### src/rtl/rf_ctrl_pkg.sv
// Shared types for the register-file issue scoreboard.
package rf_ctrl_pkg;

  typedef logic [4:0] reg_idx_t;

  typedef enum logic [1:0] {
    SB_RUN   = 2'd0,
    SB_DRAIN = 2'd1,
    SB_DONE  = 2'd2
  } sb_state_e;

  localparam reg_idx_t REG_ZERO = 5'd0;

endpackage

### src/rtl/sb_counter.sv
// Per-register pending-write counter: up on issue, down on writeback, clear on flush.
module sb_counter #(
  parameter int CNT_W = 2
) (
  input  logic             clk,
  input  logic             reset_n,
  input  logic             inc,
  input  logic             dec,
  input  logic             clr,
  output logic [CNT_W-1:0] cnt_o,
  output logic             nonzero_o
);

  logic [CNT_W-1:0] cnt_q, cnt_d;

  // inc and dec together cancel; the issue side guarantees inc never overflows
  always_comb begin
    cnt_d = cnt_q;
    if (clr)                                  cnt_d = '0;
    else if (inc && !dec)                     cnt_d = cnt_q + 1'b1;
    else if (dec && !inc && (cnt_q != '0))    cnt_d = cnt_q - 1'b1;
  end

  always_ff @(posedge clk or negedge reset_n) begin
    if (!reset_n) cnt_q <= '0;
    else          cnt_q <= cnt_d;
  end

  assign cnt_o     = cnt_q;
  assign nonzero_o = (cnt_q != '0);

endmodule

### src/rtl/regfile_scoreboard.sv
// Issue-side hazard scoreboard for the 2R/1W register file: pending-write
// tracking, RAW hold-off, read-enable generation, drain/flush sequencing.
module regfile_scoreboard
  import rf_ctrl_pkg::*;
#(
  parameter int NUM_REGS = 32,
  parameter int CNT_W    = 2,
  parameter int STALL_W  = 16
) (
  input  logic                clk,
  input  logic                reset_n,
  input  logic                issue_v_i,
  input  logic [4:0]          issue_rs1_i,
  input  logic                issue_rs1_used_i,
  input  logic [4:0]          issue_rs2_i,
  input  logic                issue_rs2_used_i,
  input  logic [4:0]          issue_rd_i,
  input  logic                issue_rd_we_i,
  output logic                issue_ready_o,
  output logic                rf_rv_o,
  input  logic                wb_v_i,
  input  logic [4:0]          wb_rd_i,
  input  logic                flush_i,
  input  logic                drain_req_i,
  output logic                drain_done_o,
  output logic [NUM_REGS-1:0] busy_o,
  output logic [STALL_W-1:0]  stall_cnt_o,
  output logic                err_o
);

  localparam logic [CNT_W-1:0] CNT_MAX = '1;

  sb_state_e          state_q, state_d;
  logic [STALL_W-1:0] stall_q, stall_d;
  logic               err_q, err_d;
  logic [CNT_W-1:0]   cnt [NUM_REGS];
  logic               nz  [NUM_REGS];
  logic               hazard, full, fire, all_idle;

  // x0 is hard-wired idle
  assign cnt[0] = '0;
  assign nz[0]  = 1'b0;

  for (genvar i = 1; i < NUM_REGS; i++) begin : g_cnt
    logic hit_rd, hit_wb;
    assign hit_rd = fire && issue_rd_we_i && (issue_rd_i == reg_idx_t'(i));
    assign hit_wb = wb_v_i && !flush_i && (wb_rd_i == reg_idx_t'(i)) && nz[i];
    sb_counter #(.CNT_W(CNT_W)) u_cnt (
      .clk       (clk),
      .reset_n   (reset_n),
      .inc       (hit_rd),
      .dec       (hit_wb),
      .clr       (flush_i),
      .cnt_o     (cnt[i]),
      .nonzero_o (nz[i])
    );
  end

  always_comb begin
    busy_o = '0;
    for (int r = 0; r < NUM_REGS; r++) busy_o[r] = nz[r];
  end

  // Hazards look only at registered counts: a same-cycle writeback does not unblock
  assign hazard = (issue_rs1_used_i && (issue_rs1_i != REG_ZERO) && nz[issue_rs1_i]) ||
                  (issue_rs2_used_i && (issue_rs2_i != REG_ZERO) && nz[issue_rs2_i]);
  assign full   = issue_rd_we_i && (issue_rd_i != REG_ZERO) && (cnt[issue_rd_i] == CNT_MAX);

  assign issue_ready_o = reset_n && (state_q == SB_RUN) && !hazard && !full && !flush_i;
  assign fire          = issue_v_i && issue_ready_o;
  assign rf_rv_o       = fire;
  assign all_idle      = ~|busy_o;

  always_comb begin
    state_d = state_q;
    unique case (state_q)
      SB_RUN:   if (drain_req_i) state_d = SB_DRAIN;
      SB_DRAIN: if (all_idle)    state_d = SB_DONE;
      SB_DONE:                   state_d = SB_RUN;
      default:                   state_d = SB_RUN;
    endcase
    if (flush_i) state_d = SB_RUN;
  end

  always_comb begin
    stall_d = stall_q;
    if (issue_v_i && !issue_ready_o && (stall_q != '1)) stall_d = stall_q + 1'b1;
    err_d = err_q;
    if (wb_v_i && !flush_i && ((wb_rd_i == REG_ZERO) || !nz[wb_rd_i])) err_d = 1'b1;
  end

  always_ff @(posedge clk or negedge reset_n) begin
    if (!reset_n) begin
      state_q <= SB_RUN;
      stall_q <= '0;
      err_q   <= 1'b0;
    end else begin
      state_q <= state_d;
      stall_q <= stall_d;
      err_q   <= err_d;
    end
  end

  assign drain_done_o = (state_q == SB_DONE);
  assign stall_cnt_o  = stall_q;
  assign err_o        = err_q;

endmodule

### config.mk
export PLATFORM = sky130hd
export DESIGN_NAME = regfile_scoreboard
export DESIGN_NICKNAME = d
export VERILOG_FILES = /design/src/rtl/rf_ctrl_pkg.sv /design/src/rtl/sb_counter.sv /design/src/rtl/regfile_scoreboard.sv
export SDC_FILE = /design/constraint.sdc
export NUM_CORES = 1
export LEC_CHECK = 0
export CAP_MARGIN = 5
export CELL_PAD_IN_SITES_DETAIL_PLACEMENT = 1
export CELL_PAD_IN_SITES_GLOBAL_PLACEMENT = 1
export CORE_MARGIN = 2
export CORE_UTILIZATION = 27
export DETAILED_ROUTE_END_ITERATION = 6
export DONT_BUFFER_PORTS = 1
export GPL_TIMING_DRIVEN = 0
export PLACE_DENSITY_LB_ADDON = 0.1
export RECOVER_POWER = 25
export SKIP_CTS_REPAIR_TIMING = 1
export SKIP_LAST_GASP = 1
export SYNTH_ARGS = -nofsm -noshare
export SYNTH_HDL_FRONTEND = slang
export SYNTH_SLANG_ARGS = --single-unit
### constraint.sdc
create_clock -name clk -period 3.2 [get_ports clk]
set_input_delay 0.16 -clock clk [delete_from_list [all_inputs] [get_ports clk]]
set_output_delay 0.16 -clock clk [all_outputs]
set_load 0.005 [all_outputs]
# [After elaboration in Yosys (flattened, before gate mapping)]
# Cells that the tools add are included.
[op_classes] n_eq_ne=68 n_bitwise=4 addsub=63 multipliers=0 mux=109 reduce_logical=340 n_shift=0 magnitude_cmp=4 div_mod_pow=0
[ops] cell="logical AND 1 bit" count=202
[ops] cell="two-way mux 2 bit" count=98
[ops] cell="== test 5 bit (second input constant)" count=32
[ops] cell="nonzero test 3 bit" count=31
[ops] cell="== test 5 x 4 -> 1 bit (second input constant)" count=16
[ops] cell="zero test 1 bit" count=67
[ops] cell="adder 2 x 1 -> 2 bit (second input constant)" count=31
[ops] cell="nonzero test 2 bit" count=31
[ops] cell="subtractor 2 x 1 -> 2 bit (second input constant)" count=31
[ops] cell="== test 5 x 3 -> 1 bit (second input constant)" count=8
[ops] cell="OR reduction 31 bit" count=1
[ops] cell="greater-or-equal comparator 6 bit (second input constant)" count=4
[ops] cell="inverter 5 -> 6 bit" count=4
[ops] cell="== test 5 x 2 -> 1 bit (second input constant)" count=4
[ops] cell="adder 16 x 1 -> 16 bit (second input constant)" count=1
[ops] cell="!= test 16 bit (second input constant)" count=1
[ops] cell="binary-select mux 1 bit (select 5 bit)" count=3
[ops] cell="nonzero test 5 bit" count=3
[ops] cell="binary-select mux 2 bit (select 5 bit)" count=1
[ops] cell="== test 5 x 1 -> 1 bit (second input constant)" count=2
[ops] cell="two-way mux 1 bit" count=6
[ops] cell="!= test 3 bit (second input constant)" count=2
[ops] cell="zero test 5 bit" count=1
[ops] cell="== test 2 bit (second input constant)" count=2
[ops] cell="other kinds (5)" count=6
[word_totals] out_inout_bits=52 elab_cells=622 n_memories=0 latch_bits=0 reg_bits=81 romBits=0 ramBits=0 in_bits=29

# [Longest topological paths before layout]
# Gate-level depths: netlist of run 1.
[logic_depth] word_depth=19 ltp_mapped=13

# [Cells and area by module]
# Synthesis of run 1 repeated with hierarchy kept, for this count alone.
[hier_totals] hier_cells=714 area_unflattened_um2=7309.5
[by_module_without_submodules] mod="sb_counter" seq_area_each_um2=50.0 area_per_inst_um2=137.6 cells_each=13 n_inst=31
[by_module_without_submodules] mod="regfile_scoreboard" seq_area_each_um2=475.5 area_per_inst_um2=3042.9 cells_each=311 n_inst=1

# [Least setup slack after synthesis of run 1]
# OpenSTA, ideal clock, no wires.
[synth_timing] path_kind="flip-flop to flip-flop" start="register g_cnt[29].u_cnt.cnt_q[0]" end="register g_cnt[25].u_cnt.cnt_q[1]" n_path_buf=0 path_stages_with_launch=10 setup_ns=0.130 setup_slack_ns=0.648 arrival_time_ns=2.422 path_cell_list="dfrtp_1 -> nor2_1 -> mux4_2 -> o22ai_1 -> o311ai_1 -> nand4_1 -> or4_1 -> a211o_1 -> o211ai_1 -> o41ai_1"
[synth_via] elab_chain_len=17
[synth_rtl] element="start: declaration" line_no="sb_counter.sv:14" source="logic [CNT_W-1:0] cnt_q, cnt_d;"
[synth_rtl] element="start signal: assignment" line_no="sb_counter.sv:26" source="else cnt_q <= cnt_d;"
[synth_rtl] element="nonzero test 2 bit" line_no="sb_counter.sv:30" source="assign nonzero_o = (cnt_q != '0);"
[synth_rtl] element="binary-select mux 1 bit (select 5 bit) (on tied branches)" line_no="regfile_scoreboard.sv:65, regfile_scoreboard.sv:66"
[synth_rtl] element="two-way mux 1 bit (on tied branches) (2 in series)" line_no="regfile_scoreboard.sv:65, regfile_scoreboard.sv:66"
[synth_rtl] element="logical AND 1 bit (on tied branches)" line_no="regfile_scoreboard.sv:65, regfile_scoreboard.sv:66"
[synth_rtl] element="logical OR 1 bit" line_no="regfile_scoreboard.sv:65" source="assign hazard = (issue_rs1_used_i && (issue_rs1_i != REG_ZERO) && nz[issue_rs1_i]) ||"
[synth_rtl] element="zero test 1 bit" line_no="regfile_scoreboard.sv:69" source="assign issue_ready_o = reset_n && (state_q == SB_RUN) && !hazard && !full && !flush_i;"
[synth_rtl] element="logical AND 1 bit" line_no="regfile_scoreboard.sv:69"
[synth_rtl] element="logical AND 1 bit * (2 in series)" line_no="regfile_scoreboard.sv:69"
[synth_rtl] element="logical AND 1 bit *" line_no="regfile_scoreboard.sv:70" source="assign fire = issue_v_i && issue_ready_o;"
[synth_rtl] element="logical AND 1 bit * (2 in series)" line_no="regfile_scoreboard.sv:46" source="assign hit_rd = fire && issue_rd_we_i && (issue_rd_i == reg_idx_t'(i));"
[synth_rtl] element="zero test 1 bit" line_no="sb_counter.sv:21" source="else if (dec && !inc && (cnt_q != '0)) cnt_d = cnt_q - 1'b1;"
[synth_rtl] element="logical AND 1 bit (2 in series)" line_no="sb_counter.sv:21"
[synth_rtl] element="nonzero test 3 bit (no line)"
[synth_rtl] element="end signal: assignment" line_no="sb_counter.sv:26"
[synth_rtl] element="end: declaration" line_no="sb_counter.sv:14"
# Mark *: on every way between the ends. The rest lies on a longest branch, timed or not. The select of a mux whose other input is x is not followed.
# A chain may end at the register's enable or synchronous reset.

# [Final worst setup path of run 1]
[layout_timing] start="register g_cnt[31].u_cnt.cnt_q[0]" end="register g_cnt[8].u_cnt.cnt_q[0]"
[layout_via] elab_chain_len=17
[layout_rtl] element="start: declaration" line_no="sb_counter.sv:14"
[layout_rtl] element="start signal: assignment" line_no="sb_counter.sv:26"
[layout_rtl] element="nonzero test 2 bit" line_no="sb_counter.sv:30"
[layout_rtl] element="binary-select mux 1 bit (select 5 bit) (on tied branches)" line_no="regfile_scoreboard.sv:65, regfile_scoreboard.sv:66"
[layout_rtl] element="two-way mux 1 bit (on tied branches) (2 in series)" line_no="regfile_scoreboard.sv:65, regfile_scoreboard.sv:66"
[layout_rtl] element="logical AND 1 bit (on tied branches)" line_no="regfile_scoreboard.sv:65, regfile_scoreboard.sv:66"
[layout_rtl] element="logical OR 1 bit" line_no="regfile_scoreboard.sv:65"
[layout_rtl] element="zero test 1 bit" line_no="regfile_scoreboard.sv:69"
[layout_rtl] element="logical AND 1 bit" line_no="regfile_scoreboard.sv:69"
[layout_rtl] element="logical AND 1 bit * (2 in series)" line_no="regfile_scoreboard.sv:69"
[layout_rtl] element="logical AND 1 bit *" line_no="regfile_scoreboard.sv:70"
[layout_rtl] element="logical AND 1 bit * (2 in series)" line_no="regfile_scoreboard.sv:46"
[layout_rtl] element="zero test 1 bit" line_no="sb_counter.sv:21"
[layout_rtl] element="logical AND 1 bit (2 in series)" line_no="sb_counter.sv:21"
[layout_rtl] element="nonzero test 3 bit (no line)"
[layout_rtl] element="end signal: assignment" line_no="sb_counter.sv:26"
[layout_rtl] element="end: declaration" line_no="sb_counter.sv:14"
# Marked as above.

==> results.md, run 1 <==
- Failing checks: hold timing, capacitance limit, slew limit
- Hold Path Stages: 2
- Post-synth EDFFs: 0
- Max Cap Violations: 1
- DIE AREA: 25480 um2
- WL per Instance: 24.12 um
- CTS HTree Levels: 3
- Cells after Synth: 781
- Final core occ: 32.28%
- Leakage: 3.153 nW
- Clock-pin slew on the worst setup and hold paths: 0.07 ns
- Initial DRC count: 419
- Total CTS buffers: 9
- Post-synth top area cell: dfrtp_1
- Post-route cell area: 7622 um2
- Reg2reg path depth: 11
- Average via count per standard cell: 5.496
- Core ar.: 23610 um2
- Post-synth top area share: 31.00%
- DRC: 0
- Area growth from synthesis to layout: 16.57%
- Root buffer cell: clkbuf_16
- Congestion Overflow GR: 0
- Die X: 159.6 um
- CP Capture Type: register
- Die height: 159.6 um
- Flop and latch count out of synthesis: 81
- Post-synthesis sequential area ratio: 31.00%
- Sink Count: 81
- GRT Total Usage: 21.09%
- Dominant synthesized flop cell: dfrtp_1
- Pwr/cell area: 338.6 nW/um2
- Slew Viols, Final: 82
- Peak VDD IR: 0.2112 mV
- Number of global-route vias before repair: 6441
- F_max: 321.1 MHz
- Vias: 6194
- Post-DP HPWL: 20620 um
- CP Data Arrival Time: 3.32 ns
- Final hold slack: -0.006176 ns
- IO buf count: 0
- Ys async rst share: 100.0%
- Critical path fanouts, max: 10
- RSZ-0062 raised after global routing: yes
- Routability cong.: 0.8854
- Yosys warning total: 0
- Final worst path period share: 97.32%
- Slew headroom: -48.77%
- Wirelength, routed: 27180 um
- Top Ports: 81
- Largest cells by area after synthesis: dfrtp_1 31%, mux4_2 8.3%, nor2_1 4.9%, a21oi_1 4.6%, nand2_1 4.1%
- Most frequent cells in the layout: 76 x dfrtp_1, 72 x nand2_1, 58 x a21oi_1, 55 x nor2_1, 43 x inv_1
- Syn_nets: 811
- Worst slew pin tran: 2.232 ns
- First-pass DRT Iterations: 4
- Post-Place Cell Area: 6938 um2
- CP required: 3.40 ns
- Worst hold-check path type: primary input to register
- Most common cell after layout, fill and taps aside: dfrtp_1
- Num rows: 56
- Clock Latency Late Sink: 0.36 ns
- Yosys cell types: 66
- Final setup violation count: 0
- Count of final hold-check violations: 1
- Kind of critical path: register to register
- Period minus WS final: 3.114 ns
- Startpoint types: register
- Status: finished, violations left
- CTS Buffer Depth: 2
- Layout cells sized above 1: 21.91%
- FF/Latch Area: 2033 um2
- Area of the multi-input gates: 4204 um2
- Effective utilization at floorplan: 27.69%
- Mapped Area: 6539 um2
- Skew final: 0.01496 ns
- Largest net degree at the start of global routing: 83
- TritonCTS clock tree: done
- ANT cells: 0
- Initial antenna violation count: 1
- First-pass GRT wire length: 40690 um
- Nets: 833
- FILL cells: 2805
- Final ANT Viol Nets: 0
- Syn avg cell area: 8.372 um2
through the flow:
step	instances	worst slack [ns]	total power [mW]	setup TNS, ns
after floorplan	781	0.6485	1.366	0
after global placement	1100	-0.7606	1.474	-16.23
after detailed placement	1100	-0.7596	1.483	-19.47
after CTS	1116	-0.7849	2.574	-22.11
after global routing	1127	-0.05992	2.698	-0.2641
final	1127	0.08588	2.581	0
worst paths after layout:
check | slack (ns) | start | endpoint
worst max-delay path | 0.09 | g_cnt[31].u_cnt.cnt_o[0] | g_cnt[8].u_cnt.cnt_o[0]
worst min-delay path | -0.006 | drain_req_i | state_q[0]
worst max register to register | 0.09 | g_cnt[31].u_cnt.cnt_o[0] | g_cnt[8].u_cnt.cnt_o[0]
worst min register to register | 0.48 | state_q[1] | state_q[0]
max in group asynchronous | 0.68 | reset_n | g_cnt[12].u_cnt.cnt_o[0]
min in group asynchronous | 1.05 | reset_n | g_cnt[4].u_cnt.cnt_o[0]
critical path: stages, from the launching register on:
cell and delay [ns]:
dfrtp_1 0.47, nor2_4 0.23, mux4_2 0.27, o22ai_1 0.09, o311ai_2 0.38, nand4_1 0.24
or2_1 0.30, buf_6 0.15, clkbuf_4 0.23, nor3_1 0.35, xor2_1 0.19, nor2_1 0.05
routing by layer:
| layer | global-route usage [%] | vias to the layer above | routed length (um) |
|---|---|---|---|
| li1 | - | 2812 | - |
| met1 | 28.02 | 3167 | 12110 |
| met2 | 33.83 | 177 | 12650 |
| met3 | 4.364 | 38 | 1740 |
| met4 | 7.810 | 0 | 681 |
| met5 | 0 | - | 0 |
cells by family (layout without fill, tap and decap cells):
kind of cell / count (synthesis) / count (layout) / synth area share [%]
fa+ha+maj: 1 / 1 / 0.1913
buf+inv: 117 / 144 / 9.166
flops: 81 / 81 / 31.00
mux: 36 / 36 / 10.20
compound gates: 159 / 159 / 15.35
xor+xnor: 45 / 45 / 6.028
simple gates: 341 / 341 / 28.01
other cells: 1 / 1 / 0.05735
synthesized netlist by cell type, drive strengths merged (9+ instances only):
cell     n
nor2    85
dfrtp   81
nand2   72
a21oi   60
buf     56
inv     45
o21ai   38
nor3    29
xor2    26
mux4    24
nor4    22
nand3   21
nand4   21
xnor2   19
nor3b   17
clkbuf  16
and2    14
nor2b   14
nand2b  12
and3    11
a211oi   9
a21o     9
state kept, by name (all words and copies together) (netlist names):
register           cells
g_cnt.u_cnt.cnt_o     62
stall_cnt_o           16
state_q                2
err_o                  1
final cells by class:
cell class	instances	share of cell area, %
Clock buffer	9	2.955
Inverter	45	2.216
Sequential cell	81	26.67
Clock inverter	7	0.9685
Timing Repair Buffer	11	1.083
Multi-Input combinational cell	583	55.15
Tap cell	319	5.236
Buffer	72	5.712
power breakdown:
| part | switching, mW | internal (mW) | leakage [nW] |
|---|---|---|---|
| Combinational | 0.251 | 0.118 | 1.91 |
| Clock | 0.530 | 0.553 | 0.141 |
| Sequential | 0.0641 | 1.07 | 1.11 |
No activity file was read; power rests on OpenSTA's default activity.
==> run 2: changes to the inputs <==
CORE_UTILIZATION = 40   (was 27)
==> results.md, run 2 (synthesis gave the netlist of run 1 again) <==
- Congestion Overflow GR: 0 (unchanged)
- Clock Latency Late Sink: 0.35 ns (about the same)
- TNS Setup: 0 ns (unchanged)
- Skew final: 0.008591 ns (-0.006367 ns)
- CTS Buffer Depth: 2 (unchanged)
- Post-route cell area: 7440 um2 (-2.4%)
- CP Data Arrival Time: 3.35 ns (+0.03 ns)
- CP required: 3.40 ns (about the same)
- Max Cap Violations: 1 (unchanged)
- Number of global-route vias before repair: 6591 (+2.3%)
- Slowest stage cell, crit path: dfrtp_1
- Die X: 131.9 um (-17%)
- CTS HTree Levels: 3 (unchanged)
- Worst slew pin tran: 2.143 ns (-0.08891 ns)
- Worst path max stage delay: 0.46 ns (about the same)
- Count of final hold-check violations: 0 (-1)
- Post-Place Cell Area: 6809 um2 (-1.9%)
- Die height: 131.9 um (-17%)
- Sink Count: 81 (unchanged)
- Initial DRC count: 392 (-6.4%)
- GRT Total Usage: 28.18% (+7.1 points)
- Most frequent cells in the layout: 74 x dfrtp_1, 72 x nand2_1, 59 x a21oi_1, 56 x nor2_1
- Cell Chain, Critical Path: nor2_4 > mux4_2 > o22ai_1 > o311ai_2 > nand4_1 > or2_1 > buf_6 > buf_6 > nor4_4 > xor2_1 > nor2_1
- Critical path fanouts, max: 10 (unchanged)
- Root buffer cell: clkbuf_16
- Reg2Reg Capture Point: g_cnt[21].u_cnt.cnt_o[0]
- Most common cell after layout, fill and taps aside: dfrtp_1
- Non-filler cells, final: 1025 (-9.1%)
- Core ar.: 15940 um2 (-32%)
- First-pass DRT Iterations: 5 (+1)
- Routability cong.: 0.9217 (+4.1%)
- Area growth from synthesis to layout: 13.78%
- Wirelength, routed: 24910 um (-8.4%)
- Largest net degree at the start of global routing: 83 (unchanged)
- Most Frequent Cell on Critical Path: buf_6
- Final worst path period share: 98.59% (+1.3 points)
- Failing checks: capacitance limit, slew limit
- Final setup violation count: 0 (unchanged)
- R2r setup slk: 0.04 ns (-0.04 ns)
- Initial antenna violation count: 1 (unchanged)
- Layout cells sized above 1: 21.91% (unchanged)
- Met3 WL: 1604 um (-7.8%)
- Effective utilization at floorplan: 41.01% (+13 points)
- DRC: 0 (unchanged)
- Leakage: 3.118 nW (-1.1%)
- Worst flop-to-flop path startpoint: g_cnt[30].u_cnt.cnt_o[1]
- Slew headroom: -42.84% (+5.9 points)
- Metal-1 WL: 10370 um (-14%)
- DIE AREA: 17390 um2 (-32%)
- Total CTS buffers: 9 (unchanged)
- Num rows: 46 (-18%)
- Max reg flops: 62 (unchanged)
- Post-DP HPWL: 18630 um (-9.7%)
- Vias: 6370 (+2.8%)
- Clock-pin slew on the worst setup and hold paths: 0.07 ns (about the same)
- Peak VDD IR: 0.2478 mV (+17%)
- Kind of critical path: register to register
- Pwr/cell area: 331.9 nW/um2 (-2.0%)
- IO buf count: 0 (unchanged)
- TritonCTS clock tree: done
- First-pass GRT wire length: 37980 um (-6.7%)
- Top Ports: 81 (unchanged)
- Period minus WS final: 3.155 ns (+0.04090 ns)
- Met2 wire length: 12010 um (-5.1%)
- Startpoint types: register
- Status: finished, violations left
- Worst hold-check path type: primary input to register
- Slew Viols, Final: 82 (unchanged)
- Hold Startpoint: drain_req_i
- Nets: 833 (unchanged)
- Reg2reg path depth: 11 (unchanged)
- CP Capture Type: register
- Average via count per standard cell: 6.215 (+13%)
- WL per Instance: 24.30 um (+0.75%)
- Hold EP: state_q[0]
- Top routing layer in use: met5
- FILL cells: 1925 (-31%)
- F_max: 317.0 MHz (-1.3%)
- Final ANT Viol Nets: 0 (unchanged)
- Post-Place Cells: 997 (-9.4%)
- Hold Path Stages: 2 (unchanged)
-- run 2: layout make-up --
cell class / instances / area (um2) / share of cell area [%]
inverter: 45 / 168.9 / 2.270
tap: 216 / 270.3 / 3.633
multi-input combinational: 583 / 4172 / 56.07
sequential: 81 / 2036 / 27.36
buffer: 72 / 435.4 / 5.853
clock inverter: 6 / 43.79 / 0.5886
clock buffer: 10 / 229.0 / 3.078
antenna: 1 / 2.502 / 0.03364
timing repair buffer: 11 / 82.58 / 1.110
-- run 2: routing by layer --
metal  global-route usage [%]  vias up
li1                         -     2813
met3                    5.075       56
met1                    35.47     3237
met2                    47.73      262
met4                    11.90        2
met5                        0        -
-- run 2: power breakdown --
group | internal (mW) | switching, mW | leakage, nW
combinational | 0.120 | 0.248 | 1.88
sequential | 1.07 | 0.0636 | 1.10
clock | 0.529 | 0.441 | 0.133
total | 1.72 | 0.753 | 3.12
-- run 2: worst max-delay path, delay by kind of cell (launching register included) --
kind | cells | cell delay (ns)
AO/OA/AOI/OAI | 2 | 0.51
flip-flops | 1 | 0.46
XOR/XNOR | 1 | 0.22
AND/OR/NAND/NOR | 5 | 1.24
multiplexers | 1 | 0.27
buffers and inverters | 2 | 0.30
-- run 2: stage by stage --
stage / hold WS, ns / setup WS (ns) / util (%) / total power [mW]
floorplan: -0.1356 / 0.6485 / - / 1.366
global placement: -0.1320 / -0.5216 / 42.71 / 1.458
detailed placement: -0.1319 / -0.5334 / 42.71 / 1.473
CTS: -0.5004 / -0.5628 / 44.42 / 2.448
global route: 0.01914 / -0.03696 / 46.66 / 2.569
finish: 0.01032 / 0.04498 / 46.66 / 2.469
-- run 2: worst max path at each step --
stage,to,from,slack (ns),depth (start not counted)
5_1_grt,stall_cnt_o[13],g_cnt[7].u_cnt.cnt_o[0],-0.04,12
4_1_cts,g_cnt[20].u_cnt.cnt_o[1],g_cnt[29].u_cnt.cnt_o[0],-0.56,10
2_1_floorplan,g_cnt[25].u_cnt.cnt_o[1],g_cnt[29].u_cnt.cnt_o[0],0.65,9
3_5_place_dp,g_cnt[20].u_cnt.cnt_o[1],g_cnt[29].u_cnt.cnt_o[0],-0.53,10
3_3_place_gp,g_cnt[20].u_cnt.cnt_o[1],g_cnt[29].u_cnt.cnt_o[0],-0.52,10
6_report,g_cnt[21].u_cnt.cnt_o[0],g_cnt[30].u_cnt.cnt_o[1],0.04,11
==> run 3: changes to the inputs <==
CORE_UTILIZATION = 30   (was 40)
==> results.md, run 3 (synthesis gave the netlist of run 1 again) <==
- Kind of cell adding the most delay to the critical path: simple AND/OR/NAND/NOR gates
- Effective utilization at floorplan: 30.24% (-11 points)
- Congestion Overflow GR: 0 (unchanged)
- Worst path bufs/invs: 2 (unchanged)
- Number of global-route vias before repair: 6490 (-1.5%)
- DIE AREA: 22990 um2 (+32%)
- CP Capture Type: register
- Slew headroom: -43.92% (-1.1 points)
- IO buf count: 0 (unchanged)
- Most frequent cells in the layout: 75 x dfrtp_1, 72 x nand2_1, 60 x a21oi_1, 55 x nor2_1, 43 x inv_1
- DRC: 0 (unchanged)
- CP required: 3.41 ns (about the same)
- Switching share of power: 31.30% (+0.79 points)
- Internal power: 1.744 mW (+1.6%)
- Vias: 6165 (-3.2%)
- Final hold slack: 0.001855 ns (-0.008462 ns)
- Clock Latency Late Sink: 0.35 ns (about the same)
- Average via count per standard cell: 5.677 (-8.7%)
- Sequential Power Share: 44.7% (-1.1 points)
- GRT Total Usage: 23.30% (-4.9 points)
- Non-filler cells, final: 1086 (+6.0%)
- Initial antenna violation count: 1 (unchanged)
- Leakage: 3.151 nW (+1.0%)
- R2r setup slk: 0.02 ns (-0.03 ns)
- Kind of critical path: register to register
- Cell Chain, Critical Path: nor2_4 > mux4_2 > o22ai_1 > o311ai_2 > nand4_1 > or2_1 > buf_6 > clkbuf_4 > nor4_2 > xor2_1 > nor2_1
- Slowest stage cell, crit path: dfrtp_1
- Switch Pwr: 794.3 uW (+5.5%)
- Period minus WS final: 3.182 ns (+0.02740 ns)
- Area growth from synthesis to layout: 15.84%
- Critical path launch point: g_cnt[27].u_cnt.cnt_o[0]
- Wirelength, routed: 26550 um (+6.6%)
- Slew Viols, Final: 82 (unchanged)
- Final core occ: 35.03% (-12 points)
- Total CTS buffers: 9 (unchanged)
- Initial DRC count: 328 (-16%)
- Post-Place Cell Area: 6889 um2 (+1.2%)
- First-pass DRT Iterations: 4 (-1)
- CTS HTree Levels: 3 (unchanged)
- Final setup violation count: 0 (unchanged)
- Worst hold-check path type: primary input to register
- Max reg flops: 62 (unchanged)
- Die X: 151.6 um (+15%)
- Clk network pwr share: 40.5% (+1.2 points)
- Worst flop-to-flop path startpoint: g_cnt[27].u_cnt.cnt_o[0]
- Layout cells sized above 1: 21.46% (-0.44 points)
- CTS Buffer Depth: 2 (unchanged)
- Final worst setup slack: 0.01758 ns (-0.02740 ns)
- Hold Startpoint: wb_rd_i[4]
- Nets: 831 (-0.24%)
- F_max: 314.2 MHz (-0.86%)
- Die height: 151.6 um (+15%)
- Largest net degree at the start of global routing: 83 (unchanged)
- Failing checks: capacitance limit, slew limit
- Critical path fanouts, max: 10 (unchanged)
- TritonCTS clock tree: done
- Status: finished, violations left
- First-pass GRT wire length: 39300 um (+3.5%)
- Top Ports: 81 (unchanged)
- CP Data Arrival Time: 3.39 ns (+0.04 ns)
- Clock-pin slew on the worst setup and hold paths: 0.07 ns (about the same)
- Post-Place Cells: 1061 (+6.4%)
- RSZ-0062 raised after global routing: yes
- Num rows: 54 (+17%)
- Most common cell after layout, fill and taps aside: dfrtp_1
- ANT cells: 0 (-1)
- Post-DP HPWL: 20110 um (+8.0%)
- Final ANT Viol Nets: 0 (unchanged)
- Routability cong.: 0.8935 (-3.1%)
- Peak VDD IR: 0.2508 mV (+1.2%)
- Sink Count: 81 (unchanged)
- Max Cap Violations: 1 (unchanged)
- Worst path max stage delay: 0.44 ns (-0.02 ns)
- Pwr/cell area: 335.1 nW/um2 (+0.97%)
- WL per Instance: 24.45 um (+0.61%)
- Gate power share: 14.8% (about the same)
- Count of final hold-check violations: 0 (unchanged)
- Startpoint types: register
- Core ar.: 21620 um2 (+36%)
- Root buffer cell: clkbuf_16
- Post-route cell area: 7575 um2 (+1.8%)
- Worst slew pin tran: 2.159 ns (+0.01611 ns)
- Pre-CTS WS: -0.6855 ns (-0.1521 ns)
- Final worst path period share: 99.45% (+0.86 points)
- Skew final: 0.01199 ns (+0.003403 ns)
run 3: changes by cell type in the layout (fill, tap and decap cells not counted), moves of 2 or more:
cell      change
clkinv_2      -2
nor4_4        +3
nor2_2        -4
nor4_2        -3
buf_4         -4
nor2_4        +5
nor3_2        -2
run 3: power by group through the flow:
stage,Sequential [mW],Clock [mW],Combinational (mW)
6_report,1.13,1.03,0.376
5_1_grt,1.14,1.12,0.412
4_1_cts,1.13,1.07,0.329
3_5_place_dp,1.15,0,0.328
3_3_place_gp,1.15,0,0.319
2_1_floorplan,1.14,0,0.231
run 3: final cells by class:
class | count | area [um2]
Buffer | 72 | 439.2
Clock buffer | 10 | 239.0
Clock inverter | 6 | 50.05
Fill cell | 2537 | 14050
Inverter | 45 | 168.9
Multi-Input combinational cell | 583 | 4223
Sequential cell | 81 | 2034
Tap cell | 280 | 350.3
Timing Repair Buffer | 9 | 70.07
run 3: worst paths after layout:
kind | end | cells after the start
min in group asynchronous | g_cnt[12].u_cnt.cnt_o[0] | 2
worst max register to register | g_cnt[30].u_cnt.cnt_o[0] | 11
max in group asynchronous | g_cnt[8].u_cnt.cnt_o[0] | 2
worst max-delay path | g_cnt[30].u_cnt.cnt_o[0] | 11
worst min register to register | state_q[0] | 1
worst min-delay path | err_o | 2
run 3: metal layers:
metal  vias to the layer above  routed length [um]  share of wire, %  track usage (%)
met2                       179               12780                48            38.64
met1                      3147               11400                43            29.98
met5                         -                   0                 0                0
met3                        42                1660               6.3            4.910
li1                       2797                   -                 -                -
met4                         0                 707               2.7            8.519
run 3: through the flow:
step / setup TNS (ns) / power (mW)
2_1_floorplan: 0 / 1.366
3_3_place_gp: -13.57 / 1.467
3_5_place_dp: -17.78 / 1.481
4_1_cts: -20.10 / 2.528
5_1_grt: -0.4623 / 2.672
6_report: 0 / 2.538
